## config.mk

```make
export PLATFORM = sky130hd
export DESIGN_NAME = hsv_mask_bbox
export DESIGN_NICKNAME = d
export VERILOG_FILES = /design/src/rtl/hsv_mask_bbox_pkg.sv /design/src/rtl/hsv_mask_bbox_threshold.sv /design/src/rtl/hsv_mask_bbox.sv
export SDC_FILE = /design/constraint.sdc
export NUM_CORES = 1
export LEC_CHECK = 0
export BUFFER_PORTS_ARGS = -buffer_cell sky130_fd_sc_hd__buf_4
export CAP_MARGIN = 20
export CORE_ASPECT_RATIO = 1.5
export CORE_MARGIN = 3
export CORE_UTILIZATION = 59
export CTS_CLUSTER_DIAMETER = 200
export CTS_CLUSTER_SIZE = 12
export DETAILED_ROUTE_END_ITERATION = 10
export PLACE_DENSITY = 0.82
export SLEW_MARGIN = 5
export SYNTH_ARGS = -nofsm -noshare
export SYNTH_HDL_FRONTEND = slang
export SYNTH_SLANG_ARGS = --single-unit
```

## constraint.sdc

```tcl
create_clock -name CLK -period 6.5 [get_ports CLK]
set_clock_uncertainty 0.05 [all_clocks]
set_input_delay 0.325 -clock CLK [delete_from_list [all_inputs] [get_ports CLK]]
set_output_delay 0.325 -clock CLK [all_outputs]
set_load 0.02 [all_outputs]
```

## src/rtl/hsv_mask_bbox_pkg.sv

```systemverilog
// Shared widths, ranges and threshold types for the HSV colour-mask and
// bounding-box stage that follows rgb2hsv.
package hsv_mask_bbox_pkg;

    localparam int HEIGHT  = 400;
    localparam int WIDTH   = 400;
    localparam int XW      = $clog2(WIDTH);
    localparam int YW      = $clog2(HEIGHT);
    localparam int CW      = $clog2(WIDTH * HEIGHT + 1);

    localparam int HW      = 9;
    localparam int SVW     = 7;
    localparam int HUE_MAX = 359;
    localparam int SV_MAX  = 100;

    typedef struct packed {
        logic [HW-1:0]  h_lo;
        logic [HW-1:0]  h_hi;
        logic [SVW-1:0] s_min;
        logic [SVW-1:0] v_min;
    } thresh_t;

    // A window with lo > hi wraps through 0 (the red hues near 359/0).
    function automatic logic hue_in_window(input logic [HW-1:0] h,
                                           input logic [HW-1:0] lo,
                                           input logic [HW-1:0] hi);
        if (lo <= hi) begin
            return (h >= lo) && (h <= hi);
        end
        return (h >= lo) || (h <= hi);
    endfunction

endpackage

```

## src/rtl/hsv_mask_bbox_threshold.sv

```systemverilog
// Purely combinational HSV window test for one pixel.
// Kept separate so later multi-colour masks can instantiate several.
module hsv_threshold
    import hsv_mask_bbox_pkg::*;
(
    input  logic [HW-1:0]  h,
    input  logic [SVW-1:0] s,
    input  logic [SVW-1:0] v,
    input  logic [HW-1:0]  h_lo,
    input  logic [HW-1:0]  h_hi,
    input  logic [SVW-1:0] s_min,
    input  logic [SVW-1:0] v_min,
    output logic           match
);

    // A pixel matches when its hue is in the (possibly wrapping) window and
    // both saturation and value reach their minimums.
    always_comb begin
        match = hue_in_window(h, h_lo, h_hi) && (s >= s_min) && (v >= v_min);
    end

endmodule

```

## src/rtl/hsv_mask_bbox.sv

```systemverilog
// Thresholds the H/S/V pixel stream into a binary mask, tracks raster
// position and publishes per-frame matched-pixel count and bounding box.
module hsv_mask_bbox
    import hsv_mask_bbox_pkg::*;
#(
    parameter int height = HEIGHT,
    parameter int width  = WIDTH,
    parameter int XW     = $clog2(width),
    parameter int YW     = $clog2(height),
    parameter int CW     = $clog2(width * height + 1)
)(
    input  logic           CLK,
    input  logic           Reset_0,
    input  logic           Valid,
    input  logic [HW-1:0]  H,
    input  logic [SVW-1:0] S,
    input  logic [SVW-1:0] V,
    input  logic [HW-1:0]  H_lo,
    input  logic [HW-1:0]  H_hi,
    input  logic [SVW-1:0] S_min,
    input  logic [SVW-1:0] V_min,
    output logic           Mask,
    output logic           Mask_valid,
    output logic [XW-1:0]  X_min,
    output logic [XW-1:0]  X_max,
    output logic [YW-1:0]  Y_min,
    output logic [YW-1:0]  Y_max,
    output logic [CW-1:0]  Count,
    output logic           Found,
    output logic           Done
);

    localparam logic [XW-1:0] X_LAST = XW'(width - 1);
    localparam logic [YW-1:0] Y_LAST = YW'(height - 1);

    logic [XW-1:0] x;
    logic [YW-1:0] y;

    thresh_t shadow;
    thresh_t thr_use;

    logic at_first;
    logic frame_end;
    logic match;

    logic [CW-1:0] cnt,    cnt_nxt;
    logic [XW-1:0] bx_min, bx_min_nxt;
    logic [XW-1:0] bx_max, bx_max_nxt;
    logic [YW-1:0] by_min, by_min_nxt;
    logic [YW-1:0] by_max, by_max_nxt;
    logic          hit,    hit_nxt;

    assign at_first  = (x == '0) && (y == '0);
    assign frame_end = Valid && (x == X_LAST) && (y == Y_LAST);

    // Pixel (0,0) sees the live threshold inputs; every other pixel uses the
    // values captured at the start of the frame.
    always_comb begin
        thr_use = shadow;
        if (at_first) begin
            thr_use.h_lo  = H_lo;
            thr_use.h_hi  = H_hi;
            thr_use.s_min = S_min;
            thr_use.v_min = V_min;
        end
    end

    hsv_threshold u_threshold (
        .h     (H),
        .s     (S),
        .v     (V),
        .h_lo  (thr_use.h_lo),
        .h_hi  (thr_use.h_hi),
        .s_min (thr_use.s_min),
        .v_min (thr_use.v_min),
        .match (match)
    );

    // Accumulator values including the current pixel, so the last pixel of a
    // frame can be published on the same edge it is counted.
    always_comb begin
        cnt_nxt    = cnt;
        bx_min_nxt = bx_min;
        bx_max_nxt = bx_max;
        by_min_nxt = by_min;
        by_max_nxt = by_max;
        hit_nxt    = hit;
        if (Valid) begin
            if (at_first) begin
                hit_nxt    = match;
                cnt_nxt    = match ? CW'(1) : '0;
                bx_min_nxt = '0;
                bx_max_nxt = '0;
                by_min_nxt = '0;
                by_max_nxt = '0;
            end else if (match) begin
                cnt_nxt = cnt + CW'(1);
                if (!hit) begin
                    hit_nxt    = 1'b1;
                    bx_min_nxt = x;
                    bx_max_nxt = x;
                    by_min_nxt = y;
                    by_max_nxt = y;
                end else begin
                    if (x < bx_min) bx_min_nxt = x;
                    if (x > bx_max) bx_max_nxt = x;
                    if (y < by_min) by_min_nxt = y;
                    if (y > by_max) by_max_nxt = y;
                end
            end
        end
    end

    // Raster position, threshold shadow, accumulators and mask register.
    always_ff @(posedge CLK) begin
        if (!Reset_0) begin
            x          <= '0;
            y          <= '0;
            shadow     <= '0;
            cnt        <= '0;
            bx_min     <= '0;
            bx_max     <= '0;
            by_min     <= '0;
            by_max     <= '0;
            hit        <= 1'b0;
            Mask       <= 1'b0;
            Mask_valid <= 1'b0;
        end else begin
            Mask_valid <= Valid;
            if (Valid) begin
                Mask   <= match;
                cnt    <= cnt_nxt;
                bx_min <= bx_min_nxt;
                bx_max <= bx_max_nxt;
                by_min <= by_min_nxt;
                by_max <= by_max_nxt;
                hit    <= hit_nxt;
                if (at_first) begin
                    shadow <= thr_use;
                end
                if (x == X_LAST) begin
                    x <= '0;
                    y <= (y == Y_LAST) ? '0 : y + YW'(1);
                end else begin
                    x <= x + XW'(1);
                end
            end
        end
    end

    // Result registers change only at frame end and hold until the next one,
    // so re-initialising the accumulators for the next frame cannot disturb them.
    always_ff @(posedge CLK) begin
        if (!Reset_0) begin
            X_min <= '0;
            X_max <= '0;
            Y_min <= '0;
            Y_max <= '0;
            Count <= '0;
            Found <= 1'b0;
            Done  <= 1'b0;
        end else begin
            Done <= 1'b0;
            if (frame_end) begin
                Done  <= 1'b1;
                Found <= hit_nxt;
                if (hit_nxt) begin
                    Count <= cnt_nxt;
                    X_min <= bx_min_nxt;
                    X_max <= bx_max_nxt;
                    Y_min <= by_min_nxt;
                    Y_max <= by_max_nxt;
                end else begin
                    Count <= '0;
                    X_min <= '0;
                    X_max <= '0;
                    Y_min <= '0;
                    Y_max <= '0;
                end
            end
        end
    end

endmodule

```

==> out/metrics.yaml <==
grt:
  grt_usage_pct: 28.1
  antenna_found_initial: 0
  grt_max_degree: 75
  grt_pass1_wl_um: 37800
  grt-ovfl-total: 0
  grt_pass1_vias: 7788
place:
  place_area_um2: 9970
  port_buffers: 115
  gp_congestion: 0.958
  hpwlAfterDp_um: 17000
  pre_cts_ws_ns: 0.902
status:
  status: "finished clean"
detailed_routing:
  drt.antenna.violating_nets: 0
  m1WireLength_um: 9550
  wl_met3_um: 1120
  drt_iter0_drc: 466
  vias_per_cell: 5.79
  wl_per_cell_um: 17.4
  drc: 0
  maxUsedRoutingLayer: "met4"
  first_pass_iters: 5
  routed_wirelength_um: 23400
  num_vias: 7799
  dr_wl_met2_um: 12100
timing:
  rsz0062_at_grt: "no"
  fmax_ghz: 0.174
  final_hold_viol_count: 0
  setup_viol: 0
  period_needed_ns: 5.73
  fin_setup_tns_ns: 0
  maxSlewViolCount: 0
  setup_ws_ns: 0.766
  fin_hold_ws_ns: 0.121
  relSlewSlack_pct: 38.5
  worst_pin_slew_ns: 0.921
  finalCritPeriodShare_pct: 88.2
critical_path:
  crit_path_top_delay_cell: "maj3_2"
  cp.arrival_ns: 6.04
  reg2reg_slack_ns: 0.77
  max_stage_delay_ns: 0.68
  crit_start: "y[8]$_SDFFE_PN0P_"
  crit_buf_inv: 2
  r2r-start: "y[8]$_SDFFE_PN0P_"
  ff2ff_path_depth: 17
  end_kind: "register"
  crit_path_frequent_cell: "mux2i_1"
  worstPathMaxFanout: 22
  cp_cell_sequence: "nor4_1 -> nand3_1 -> nor2_4 -> buf_4 -> mux2i_1 -> inv_1 -> ha_1 -> nand4_1 -> o22ai_1 -> a21oi_1 -> a2111oi_0 -> a211oi_1 -> o31ai_1 -> maj3_2 -> or3_1 -> mux2i_1 -> a22o_1"
  crit_type: "reg2reg"
  crit_path_start_kind: "register"
  rr_endpoint: "X_max[3]$_SDFFE_PN0P_"
  worstPathRequired_ns: 6.81
  cpLargestDelayFamily: "simple AND/OR/NAND/NOR gates"
layout:
  fillers: 1168
  final_cell_mix: "174 x nand2_1, 163 x dfxtp_1, 131 x buf_4"
  nets: 1270
  layout_commonest_cell: "nand2_1"
  stdcell_area_um2: 10500
  drive_gt1_share_pct: 16.7
  syn_to_final_growth_pct: 17.8
  antenna_cells: 0
logic_synthesis:
  synth-edff-count: 0
  ys_seq_area_share_pct: 36.5
  netlist_instances: 1043
  ys_async_sr_fraction_pct: 0
  synthesis.area_um2: 8940
  syn_nets: 1174
  syn_avg_cell_area_um2: 8.57
  ys_seq_elements: 163
  ys_types: 71
  yosysWarnings: 0
  synth_top_flop_cell: "dfxtp_1"
cts:
  cts_tree: "done"
  cts_root_buf: "clkbuf_16"
  clkSinkCount: 163
  cts_htree_levels: 4
  post_cts_resized: 0
  clockBufferDepth: 2
  clk_pin_slew_ns: 0.07
  insertion_delay_ns: 0.42
  holdBufCountCts: 0
  cts_setup_buffers: 0
  cts_buffers: 17
power_and_ir_drop:
  power_mw: 2.42
  vdd_ir_drop_max_mv: 0.183
  p_per_area_nw_per_um2: 230
  p_leak_nw: 4.44
min_path:
  hold_end: "shadow[13]$_SDFFE_PN0P_"
  hold_class: "in2reg"
  hold_depth: 3
  hp-start: "S_min[6]"
floorplan:
  die_area_um2: 16700
  die_height_um: 157
  start_util_pct: 60.7
  fp.coreArea_um2: 14700
  io_pins: 116
  row_count: 54
  die_x_um: 107
job:
  max_cap_viol_count: 0
==> registers in the layout, summed over array words and instances (netlist names) <==
name / cells
X_max: 9
shadow: 32
Mask: 1
X_min: 9
cnt: 18
Mask_valid: 1
Y_min: 9
by_max: 9
by_min: 9
hit: 1
Count: 18
y: 9
Y_max: 9
bx_max: 9
x: 9
bx_min: 9
Done: 1
Found: 1
==> worst reg2reg max path, delay by kind of cell, from the launching register on <==
family	cells	cell delay, ns
adder cells (fa/ha/maj)	2	0.98
buffers and inverters	2	0.41
multiplexers	2	0.58
flip-flops	1	0.45
AO/OA/AOI/OAI	6	1.38
AND/OR/NAND/NOR	5	1.83
==> cell families (layout without fill, tap and decap cells) <==
kind of cell | Yosys count | in the layout | synth area share (%)
xor gates and xnor gates | 34 | 34 | 3.33
buffers and inverters | 115 | 224 | 5.18
AOI/OAI and AO/OA | 203 | 203 | 16.6
and+or+nand+nor | 388 | 388 | 20.7
adders and majority gates | 75 | 75 | 10.5
muxes | 65 | 65 | 7.28
DFF | 163 | 163 | 36.5
==> where the power goes <==
group	total (mW)	internal (mW)	switching (mW)
Sequential	1.03	1.02	0.0146
Clock	0.980	0.544	0.436
Combinational	0.407	0.160	0.247
==> synth_stat cells (3+ instances only) <==
cell type	number	area, µm²
a211o_1	3	26.3
a211oi_1	9	67.6
a21boi_0	35	263
a21o_1	14	105
a21oi_1	24	120
a22o_1	28	245
and2_1	8	50.1
and3_1	10	62.6
buf_1	4	15.0
buf_2	7	35.0
clkbuf_1	39	146
dfxtp_1	163	3260
ha_1	73	913
inv_1	61	229
mux2i_1	65	651
nand2_1	174	653
nand2b_1	12	75.1
nand3_1	18	90.1
nand4_1	11	68.8
nor2_1	70	263
nor2b_1	31	194
nor3_1	22	110
nor3_2	5	50.1
nor4_1	5	31.3
nor4_2	7	87.6
o211ai_1	11	82.6
o21a_1	5	37.5
o21ai_0	32	160
o21ai_1	3	15.0
o22ai_1	3	18.8
o31ai_1	5	37.5
or3_1	5	31.3
xnor2_1	24	210
xor2_1	10	87.6
==> per-layer routing <==
layer | up-vias | global-route usage [%]
met4 | 0 | 11.1
met1 | 3668 | 32.5
li1 | 3813 | -
met5 | - | 0
met2 | 263 | 52.2
met3 | 55 | 3.71
==> worst max path at each step <==
stage / cells past startpoint / end / slack (ns)
2_1_floorplan: 19 / Count[7]$_SDFFE_PN0P_ / 1.58
5_1_grt: 17 / X_max[3]$_SDFFE_PN0P_ / 0.18
3_3_place_gp: 17 / X_max[7]$_SDFFE_PN0P_ / 1.12
6_report: 17 / X_max[3]$_SDFFE_PN0P_ / 0.77
3_5_place_dp: 17 / X_max[0]$_SDFFE_PN0P_ / 0.90
4_1_cts: 17 / X_max[3]$_SDFFE_PN0P_ / 0.82
==> cell type report <==
type / count / area (µm²) / area share [%]
clock buffer: 19 / 443 / 4.20
tap: 196 / 245 / 2.33
timing repair buffer: 131 / 983 / 9.33
clock inverter: 13 / 125 / 1.19
multi-input combinational: 765 / 5250 / 49.8
sequential: 163 / 3260 / 31.0
inverter: 61 / 229 / 2.17
==> per-stage QoR <==
step	cells	util, %
detailed placement	1316	67.7
global route	1348	71.5
finish	1348	71.5
CTS	1348	71.5
floorplan	1043	-
global placement	1316	67.7
Note: power is estimated with default switching activity, not from simulation.
